File: config.mk
export PLATFORM = sky130hd
export DESIGN_NAME = scope_cmd_ctrl
export DESIGN_NICKNAME = d
export VERILOG_FILES = /design/src/rtl/scope_pkg.sv /design/src/rtl/scope_tx_hold.sv /design/src/rtl/scope_cmd_ctrl.sv
export SDC_FILE = /design/constraint.sdc
export NUM_CORES = 1
export LEC_CHECK = 0
export BUFFER_PORTS_ARGS = -buffer_cell sky130_fd_sc_hd__buf_2
export CAP_MARGIN = 20
export CORE_ASPECT_RATIO = 0.6
export CORE_MARGIN = 2
export CORE_UTILIZATION = 61
export CTS_CLUSTER_SIZE = 25
export DETAILED_ROUTE_END_ITERATION = 8
export PLACE_DENSITY_LB_ADDON = 0.12
export SKIP_LAST_GASP = 1
export SYNTH_ARGS = -nofsm -noshare
export SYNTH_HDL_FRONTEND = slang
export SYNTH_SLANG_ARGS = --single-unit
File: constraint.sdc
create_clock -name clk -period 11.8 [get_ports clk]
set_clock_uncertainty 0.15 [all_clocks]
set_input_delay 1.77 -clock clk [delete_from_list [all_inputs] [get_ports clk]]
set_output_delay 1.77 -clock clk [all_outputs]
set_load 0.03 [all_outputs]
File: src/rtl/scope_pkg.sv
// scope_pkg: command bytes, FSM state encoding and trig_cfg field offsets
// shared by the scope command sequencer and its tx holding register.
package scope_pkg;

  localparam logic [7:0] CMD_ARM   = 8'h41;  // 'A'
  localparam logic [7:0] CMD_RISE  = 8'h52;  // 'R'
  localparam logic [7:0] CMD_FALL  = 8'h46;  // 'F'
  localparam logic [7:0] CMD_ABORT = 8'h58;  // 'X'
  localparam logic [7:0] CMD_STAT  = 8'h53;  // 'S'

  localparam int LEVEL_LSB = 0;
  localparam int LEVEL_W   = 40;
  localparam int POST_LSB  = 40;
  localparam int POST_W    = 40;

  typedef enum logic [2:0] {
    ST_IDLE    = 3'd0,
    ST_PAYLOAD = 3'd1,
    ST_APPLY   = 3'd2,
    ST_ARMED   = 3'd3,
    ST_REPORT  = 3'd4
  } state_e;

  // Status query reply: bit1 = waiting for capture, bit0 = capture done level.
  function automatic logic [7:0] status_byte(input logic armed, input logic done);
    return {6'b0, armed, done};
  endfunction

endpackage

File: src/rtl/scope_tx_hold.sv
// scope_tx_hold: single-entry valid/ready holding register for the status byte.
// A load overrides the slot; the owner only loads when the slot is empty.
module scope_tx_hold
  import scope_pkg::*;
(
  input  logic       clk,
  input  logic       rst,
  input  logic       load,
  input  logic [7:0] load_data,
  input  logic       tx_ready,
  output logic       tx_valid,
  output logic [7:0] tx_data
);

  logic       valid_q, valid_d;
  logic [7:0] data_q, data_d;

  // Hold the byte until the transmitter accepts it.
  always_comb begin
    valid_d = valid_q;
    data_d  = data_q;
    if (valid_q && tx_ready) valid_d = 1'b0;
    if (load) begin
      valid_d = 1'b1;
      data_d  = load_data;
    end
  end

  // Holding register.
  always_ff @(posedge clk or posedge rst) begin
    if (rst) begin
      valid_q <= 1'b0;
      data_q  <= 8'h00;
    end else begin
      valid_q <= valid_d;
      data_q  <= data_d;
    end
  end

  assign tx_valid = valid_q;
  assign tx_data  = data_q;

endmodule

File: src/rtl/scope_cmd_ctrl.sv
// scope_cmd_ctrl: byte-command sequencer between the UART and the scope datapath.
// Optional feature macro: SCOPE_STATUS_EN enables the 'S' status query.
//
//  state   | meaning
//  --------+--------------------------------------------------------------
//  IDLE    | waiting for a command byte
//  PAYLOAD | shifting in trigger payload bytes, timeout watchdog running
//  APPLY   | one cycle: shadow copied to trig_cfg, cfg_update follows
//  ARMED   | capture armed, waiting for scope_done or 'X'
//  REPORT  | DONE_BYTE held on tx until accepted
module scope_cmd_ctrl
  import scope_pkg::*;
#(
  parameter int         PAYLOAD_BYTES = 10,
  parameter int         TIMEOUT_CYC   = 1_000_000,
  parameter logic [7:0] DONE_BYTE     = 8'h44
) (
  input  logic                       clk,
  input  logic                       rst,
  input  logic                       rx_valid,
  input  logic [7:0]                 rx_data,
  output logic                       tx_valid,
  output logic [7:0]                 tx_data,
  input  logic                       tx_ready,
  output logic [8*PAYLOAD_BYTES-1:0] trig_cfg,
  output logic                       trig_rising,
  output logic                       cfg_update,
  output logic                       scope_arm,
  output logic                       scope_abort,
  input  logic                       scope_done,
  output logic                       busy
);

  localparam int CFG_W = 8 * PAYLOAD_BYTES;
  localparam int CNT_W = $clog2(PAYLOAD_BYTES + 1);
  localparam int TO_W  = $clog2(TIMEOUT_CYC + 1);
  localparam logic [CNT_W-1:0] CNT_LAST = CNT_W'(PAYLOAD_BYTES - 1);
  localparam logic [TO_W-1:0]  TO_LOAD  = TO_W'(TIMEOUT_CYC - 1);

  state_e           state_q, state_d;
  logic [CNT_W-1:0] pay_cnt_q, pay_cnt_d;
  logic [TO_W-1:0]  to_cnt_q, to_cnt_d;
  logic [CFG_W-1:0] shadow_q, shadow_d;
  logic [CFG_W-1:0] trig_cfg_q, trig_cfg_d;
  logic             rising_lat_q, rising_lat_d;
  logic             trig_rising_q, trig_rising_d;
  logic             cfg_update_q, cfg_update_d;
  logic             scope_arm_q, scope_arm_d;
  logic             scope_abort_q, scope_abort_d;
  logic             tx_load;
  logic [7:0]       tx_load_data;

  // Next-state, payload capture, watchdog and strobe decode.
  always_comb begin
    state_d       = state_q;
    pay_cnt_d     = pay_cnt_q;
    to_cnt_d      = to_cnt_q;
    shadow_d      = shadow_q;
    trig_cfg_d    = trig_cfg_q;
    rising_lat_d  = rising_lat_q;
    trig_rising_d = trig_rising_q;
    cfg_update_d  = 1'b0;
    scope_arm_d   = 1'b0;
    scope_abort_d = 1'b0;
    tx_load       = 1'b0;
    tx_load_data  = DONE_BYTE;
    case (state_q)
      ST_IDLE: begin
        if (rx_valid) begin
          if (rx_data == CMD_RISE || rx_data == CMD_FALL) begin
            rising_lat_d = (rx_data == CMD_RISE);
            state_d      = ST_PAYLOAD;
            pay_cnt_d    = '0;
            to_cnt_d     = TO_LOAD;
            shadow_d     = '0;
          end else if (rx_data == CMD_ARM) begin
            scope_arm_d = 1'b1;
            state_d     = ST_ARMED;
          end
`ifdef SCOPE_STATUS_EN
          else if (rx_data == CMD_STAT && !tx_valid) begin
            tx_load      = 1'b1;
            tx_load_data = status_byte(1'b0, scope_done);
          end
`endif
        end
      end
      ST_PAYLOAD: begin
        if (rx_valid) begin
          // LSB-first: after the last byte, byte k sits at [8k+7:8k].
          shadow_d = {rx_data, shadow_q[CFG_W-1:8]};
          to_cnt_d = TO_LOAD;
          if (pay_cnt_q == CNT_LAST) begin
            pay_cnt_d = '0;
            state_d   = ST_APPLY;
          end else begin
            pay_cnt_d = pay_cnt_q + CNT_W'(1);
          end
        end else if (to_cnt_q == '0) begin
          pay_cnt_d = '0;
          state_d   = ST_IDLE;
        end else begin
          to_cnt_d = to_cnt_q - TO_W'(1);
        end
      end
      ST_APPLY: begin
        trig_cfg_d    = shadow_q;
        trig_rising_d = rising_lat_q;
        cfg_update_d  = 1'b1;
        state_d       = ST_IDLE;
      end
      ST_ARMED: begin
        // scope_arm_q is high only on the first ARMED cycle, so a done level
        // present at entry is ignored until the arm strobe has gone out.
        if (rx_valid && rx_data == CMD_ABORT) begin
          scope_abort_d = 1'b1;
          state_d       = ST_IDLE;
        end
`ifdef SCOPE_STATUS_EN
        else if (rx_valid && rx_data == CMD_STAT && !tx_valid) begin
          tx_load      = 1'b1;
          tx_load_data = status_byte(1'b1, scope_done);
        end
`endif
        else if (scope_done && !scope_arm_q && !tx_valid) begin
          tx_load      = 1'b1;
          tx_load_data = DONE_BYTE;
          state_d      = ST_REPORT;
        end
      end
      ST_REPORT: begin
        if (tx_valid && tx_ready) state_d = ST_IDLE;
      end
      default: state_d = ST_IDLE;
    endcase
  end

  // State, counters and registered outputs.
  always_ff @(posedge clk or posedge rst) begin
    if (rst) begin
      state_q       <= ST_IDLE;
      pay_cnt_q     <= '0;
      to_cnt_q      <= '0;
      shadow_q      <= '0;
      trig_cfg_q    <= '0;
      rising_lat_q  <= 1'b1;
      trig_rising_q <= 1'b1;
      cfg_update_q  <= 1'b0;
      scope_arm_q   <= 1'b0;
      scope_abort_q <= 1'b0;
    end else begin
      state_q       <= state_d;
      pay_cnt_q     <= pay_cnt_d;
      to_cnt_q      <= to_cnt_d;
      shadow_q      <= shadow_d;
      trig_cfg_q    <= trig_cfg_d;
      rising_lat_q  <= rising_lat_d;
      trig_rising_q <= trig_rising_d;
      cfg_update_q  <= cfg_update_d;
      scope_arm_q   <= scope_arm_d;
      scope_abort_q <= scope_abort_d;
    end
  end

  scope_tx_hold u_tx_hold (
    .clk       (clk),
    .rst       (rst),
    .load      (tx_load),
    .load_data (tx_load_data),
    .tx_ready  (tx_ready),
    .tx_valid  (tx_valid),
    .tx_data   (tx_data)
  );

  assign trig_cfg    = trig_cfg_q;
  assign trig_rising = trig_rising_q;
  assign cfg_update  = cfg_update_q;
  assign scope_arm   = scope_arm_q;
  assign scope_abort = scope_abort_q;
  assign busy        = (state_q != ST_IDLE);

endmodule

==> flow_summary.yaml, run 1 <==
run_status:
  status: "finished, final reports clean"
route:
  drt.antenna.violating_nets: 0
  drtPass1Iterations: 4
  drt_first_iter_violations: 393
  via_per_inst: 6.163
  vias: 5078
  wl_per_cell_um: 19.55
  wl_mm: 16.11
  drc: 0
cells_and_area:
  num_antenna_cells: 0
  nets: 663
  drive_gt1_share_pct: 35.81
  areaGrowthSynthToFinish_pct: 15.63
  mostFrequentLayoutCells: "dfrtp_1 (192), buf_2 (100), mux2_2 (82)"
  final_common_cell: "dfrtp_1"
floorplan:
  die_h_um: 91.39
  die_x_um: 149.6
  dieArea_um2: 13680
  start_util_pct: 63.54
  rows: 31
  pin_count: 107
  core_um2: 12220
clock_network:
  cts_buffers: 17
  cts.clk_slew.worst_paths_ns: 0.07
  insertion_delay_ns: 0.43
  ctsRootBufferMaster: "clkbuf_16"
  cts_tree: "built"
  cts_hold_buf: 0
  cts.sinks: 194
  postCtsSetupRepairBufs: 0
  htree_levels: 4
  cts.repair.resized: 0
  clockBufferDepth: 2
placement:
  dp_hpwl_mm: 10.22
  io_buffers: 100
  place_ws_ns: 7.677
  place_congestion: 0.8389
grt:
  grt_pass1_vias: 4973
  grt_pass1_wl_mm: 26.69
  antenna_found_initial: 0
  grt_use_met3_pct: 5.779
  grtUsageMet1_pct: 38.46
  grt_overflow: 0
  grt.busiest_layer: "met1"
  grt_use_met2_pct: 37.19
  grt.total_usage_pct: 25.11
  grt_max_degree: 140
yosys:
  synthesis.area_um2: 7764
  ys_warn_count: 0
  synth_edf_count: 0
  synth_cells: 557
  yosys_most_used_dff: "dfrtp_1"
  ys_seq_elements: 194
  async_flop_share_pct: 100.0
  postSynthAreaPerCell_um2: 13.94
  ys_seq_area_share_pct: 62.56
  yosysUniqueCellTypes: 57
sta:
  drv_slew: 0
  setup_viol: 0
  period_needed_ns: 3.703
  worstMarginPinSlew_ns: 0.9123
  slew_headroom_pct: 39.18
  hold_viol_final: 0
  fin_ws_ns: 8.097
  fmax_ghz: 0.2701
  rsz0062_at_grt: "no"
  tns_ns: 0
  fin_crit_sh_pct: 31.38
setup_path:
  required_ns: 11.99
  worst_r2r_path_depth: 5
  reg2reg_slack_ns: 9.01
  crit_type: "input port to flop"
  cp.arrival_ns: 3.90
  crit_fanout: 11
  r2r_start: "state_q[0]"
  crit_path_end_kind: "flop"
  worstReg2RegEnd: "to_cnt_q[4]"
  crit_path_start_kind: "input port"
power:
  clkPwrFrac_pct: 39.0
  total_power_mw: 1.451
  p_sw_mw: 0.3925
  peakVddDrop_uv: 105.1
  cell_internal_pwr_mw: 1.058
  pwr-share-comb_pct: 9.9
  switching_share_pct: 27.06
  power_density_nw_per_um2: 161.6
  seqPwrFrac_pct: 51.1
  power.leakage_nw: 4.624
job:
  max_cap_violations: 0
min_path:
  hp-class: "flop to flop"
  min_to: "u_tx_hold.tx_data[2]"
  hold_depth: 1
  min-delay-start: "u_tx_hold.tx_data[2]"
## power groups by stage
stage	registers (mW)	logic [mW]	clock network (mW)
after CTS	0.739	0.143	0.576
after floorplan	0.740	0.113	0
after global routing	0.746	0.161	0.604
final	0.741	0.144	0.566
after global placement	0.748	0.134	0
after detailed placement	0.751	0.141	0
## logic make-up (layout without fill, tap and decap cells)
group                      Yosys count  count (layout)  synth area share (%)
DFF                                194             194                 62.56
AOI/OAI and AO/OA                  131             131                 13.47
and+or+nand+nor                     92              92                 7.881
muxes                               82              82                 11.89
buffers and inverters               48             145                 2.836
xor gates and xnor gates             5               5                0.6609
adders and majority gates            4               4                0.6447
other                                1               6               0.04830
## flip-flops by register name, summed over array words and instances (netlist names)
name and cells:
u_tx_hold.tx_valid 1, trig_rising 1, pay_cnt_q 4, shadow_q 80
to_cnt_q 20, trig_cfg 80, cfg_update 1, scope_abort 1
rising_lat_q 1, scope_arm 1, u_tx_hold.tx_data 1, state_q 3
## synthesized netlist by cell type, drive strengths merged, types with 9 or more instances
cell / n / area share [%]
o31ai: 9 / 0.87
a22o: 81 / 9.1
clkbuf: 25 / 1.2
mux2: 82 / 12
nand3: 9 / 0.64
dfrtp: 192 / 62
nand2: 13 / 0.63
or4: 11 / 1.1
nor2: 10 / 0.48
a21oi: 13 / 0.89
buf: 16 / 1.3
o21ai: 11 / 0.71
## layer usage
metal	vias up	routed length, um
met2	180	7486
met4	0	121
met3	12	964
met5	-	0
li1	2255	-
met1	2631	7540
## per-stage QoR
stage | hold WS [ns] | cell area, um2 | cells | utilization (%)
detailed placement | 0.3223 | 8368 | 791 | 68.49
floorplan | 0.3106 | 7782 | 562 | -
global placement | 0.3153 | 8368 | 791 | 68.49
finish | 0.3415 | 8977 | 824 | 73.48
CTS | 0.3391 | 8957 | 823 | 73.31
global route | 0.3629 | 8977 | 824 | 73.48
## how the worst max path moves through the flow
stage	start	slack [ns]	cells past startpoint	to
after floorplan	rst	4.60	1	cfg_update
after global placement	rx_valid	7.74	6	shadow_q[78]
after detailed placement	rx_valid	7.68	6	shadow_q[77]
after CTS	rx_valid	8.08	6	shadow_q[61]
after global routing	rx_data[5]	7.97	6	to_cnt_q[12]
final	rx_data[0]	8.10	6	to_cnt_q[12]
## cell type report
type / count / area (um2)
clock buffer: 19 / 442.9
multi-input combinational: 320 / 2733
sequential: 194 / 4857
inverter: 7 / 33.78
timing repair buffer: 106 / 558.0
tap: 165 / 206.4
clock inverter: 13 / 146.4
fill: 823 / 3241
## critical path, stage by stage
cell and delay (ns):
buf_2 0.17, nor3b_1 0.41, a41o_1 0.36, o2111ai_1 0.44
or4_1 0.58, a21oi_1 0.16
(Power assumes the default switching activity.)
==> inputs of run 2 (changes only) <==
--- a/config.mk
+++ b/config.mk
@@ -9,7 +9,7 @@
 export CAP_MARGIN = 20
 export CORE_ASPECT_RATIO = 0.6
 export CORE_MARGIN = 2
-export CORE_UTILIZATION = 61
+export CORE_UTILIZATION = 57
 export CTS_CLUSTER_SIZE = 25
 export DETAILED_ROUTE_END_ITERATION = 8
 export PLACE_DENSITY_LB_ADDON = 0.12
==> constraint.sdc (replaced) <==
create_clock -name clk -period 3.61 [get_ports clk]
set_clock_uncertainty 0.15 [all_clocks]
set_input_delay 0.5415 -clock clk [delete_from_list [all_inputs] [get_ports clk]]
set_output_delay 0.5415 -clock clk [all_outputs]
set_load 0.03 [all_outputs]
==> run 2 against run 1 <==
  * Die area rose by 6.8%
  * Core utilization decreased by 4.5 points
  * Critical path depth grew 1
  * Clock power grew to 3.3 times the previous value
  * Register-to-register slack worse by 8.1 ns
  * Wire length rose by 1.8%
  * Largest power group unchanged
==> flow_summary.yaml, run 2 (synthesis gave the netlist of run 1 again) <==
clock_network:
  ctsRootBufferMaster: "clkbuf_16"
  postCtsSetupRepairBufs: 0
  cts_tree: "built"
  cts.sinks: 194
  cts.clk_slew.worst_paths_ns: 0.08
  htree_levels: 4
  cts.repair.resized: 0
  insertion_delay_ns: 0.43
  cts_buffers: 17
  cts_hold_buf: 0
  clockBufferDepth: 2
sta:
  rsz0062_at_grt: "no"
  fin_ws_ns: 0.8786
  drv_slew: 0
  tns_ns: 0
  fin_crit_sh_pct: 75.66
  slew_headroom_pct: 35.58
  setup_viol: 0
  whs_ns: 0.02446
  worstMarginPinSlew_ns: 0.9663
  period_needed_ns: 2.731
  fmax_ghz: 0.3661
  hold_viol_final: 0
grt:
  grt_pass1_wl_mm: 26.68
  antenna_found_initial: 0
  grt_max_degree: 92
  grt_pass1_vias: 4855
  grt.total_usage_pct: 23.74
  grt_overflow: 0
placement:
  place_congestion: 0.8100
  io_buffers: 100
  place_ws_ns: 0.8405
  place_inst: 797
  dpl-instance-area_um2: 8403
  dp_hpwl_mm: 10.60
setup_path:
  required_ns: 3.77
  path_cells: "inv_1 -> ha_1 -> nor4b_1 -> nand4_1 -> o2111ai_1 -> nor3_1 -> or3b_1"
  crit_fanout: 11
  worst_r2r_path_depth: 7
  cp_slowest_stage_delay_ns: 0.72
  crit_path_start_kind: "flop"
  slowest_stage: "o2111ai_1"
  crit_path_end_kind: "flop"
  crit_type: "flop to flop"
  cp.arrival_ns: 2.89
cells_and_area:
  fin_area_um2: 9000
  nets: 663
  fin_cells: 829
  mostFrequentLayoutCells: "dfrtp_1 (192), buf_2 (100), mux2_2 (82)"
  final_common_cell: "dfrtp_1"
  final_util_pct: 68.95
  drive_gt1_share_pct: 35.96
  areaGrowthSynthToFinish_pct: 15.92
  num_antenna_cells: 0
floorplan:
  start_util_pct: 59.48
  die_h_um: 94.40
  dieArea_um2: 14600
  core_um2: 13050
  pin_count: 107
  die_x_um: 154.7
  rows: 32
power:
  power_density_nw_per_um2: 529.9
  total_power_mw: 4.769
  peakVddDrop_uv: 336.1
  power.leakage_nw: 4.632
route:
  wl_mm: 16.41
  vias: 4976
  drt_first_iter_violations: 327
  wl_per_cell_um: 19.79
  drc: 0
  drtPass1Iterations: 5
  via_per_inst: 6.002
  drt.antenna.violating_nets: 0
min_path:
  hp-class: "input port to async pin"
run_status:
  status: "finished, final reports clean"
job:
  max_cap_violations: 0
==> run 2: path summary, 6_finish.rpt <==
kind,from,to,slack (ns)
max,to_cnt_q[0],to_cnt_q[4],0.88
min,rst,trig_cfg[13],0.02
max reg2reg,to_cnt_q[0],to_cnt_q[4],0.88
min reg2reg,shadow_q[4],shadow_q[4],0.35
max in group asynchronous,rst,trig_rising,2.42
min in group clk,tx_ready,u_tx_hold.tx_valid,0.16
==> run 2: worst max-delay path, delay by kind of cell, from the launching register on <==
family / cells / cell delay (ns)
AOI/OAI and AO/OA: 1 / 0.72
adders and majority gates: 1 / 0.14
buffers and inverters: 1 / 0.09
DFF: 1 / 0.41
and+or+nand+nor: 4 / 1.10
==> run 2: final cells by class <==
class | instances | area (um2)
clock buffer | 17 | 425.4
clock inverter | 15 | 171.4
fill | 926 | 4053
inverter | 7 | 30.03
multi-input combinational | 320 | 2733
sequential | 194 | 4857
tap | 170 | 212.7
timing repair buffer | 106 | 570.5
==> run 2: metal layers <==
metal / wire [um] / global-route usage [%]
met5: 0 / 0
met4: 168 / 7.485
met3: 668 / 3.855
met2: 7147 / 33.63
met1: 8421 / 37.75
==> run 2: power by group <==
| part | total (mW) | switching (mW) | leakage, nW | internal, mW |
|---|---|---|---|---|
| Combinational | 0.470 | 0.286 | 1.66 | 0.185 |
| Clock | 1.88 | 0.892 | 0.290 | 0.986 |
| Sequential | 2.42 | 0.142 | 2.68 | 2.28 |
| Total | 4.77 | 1.32 | 4.63 | 3.45 |
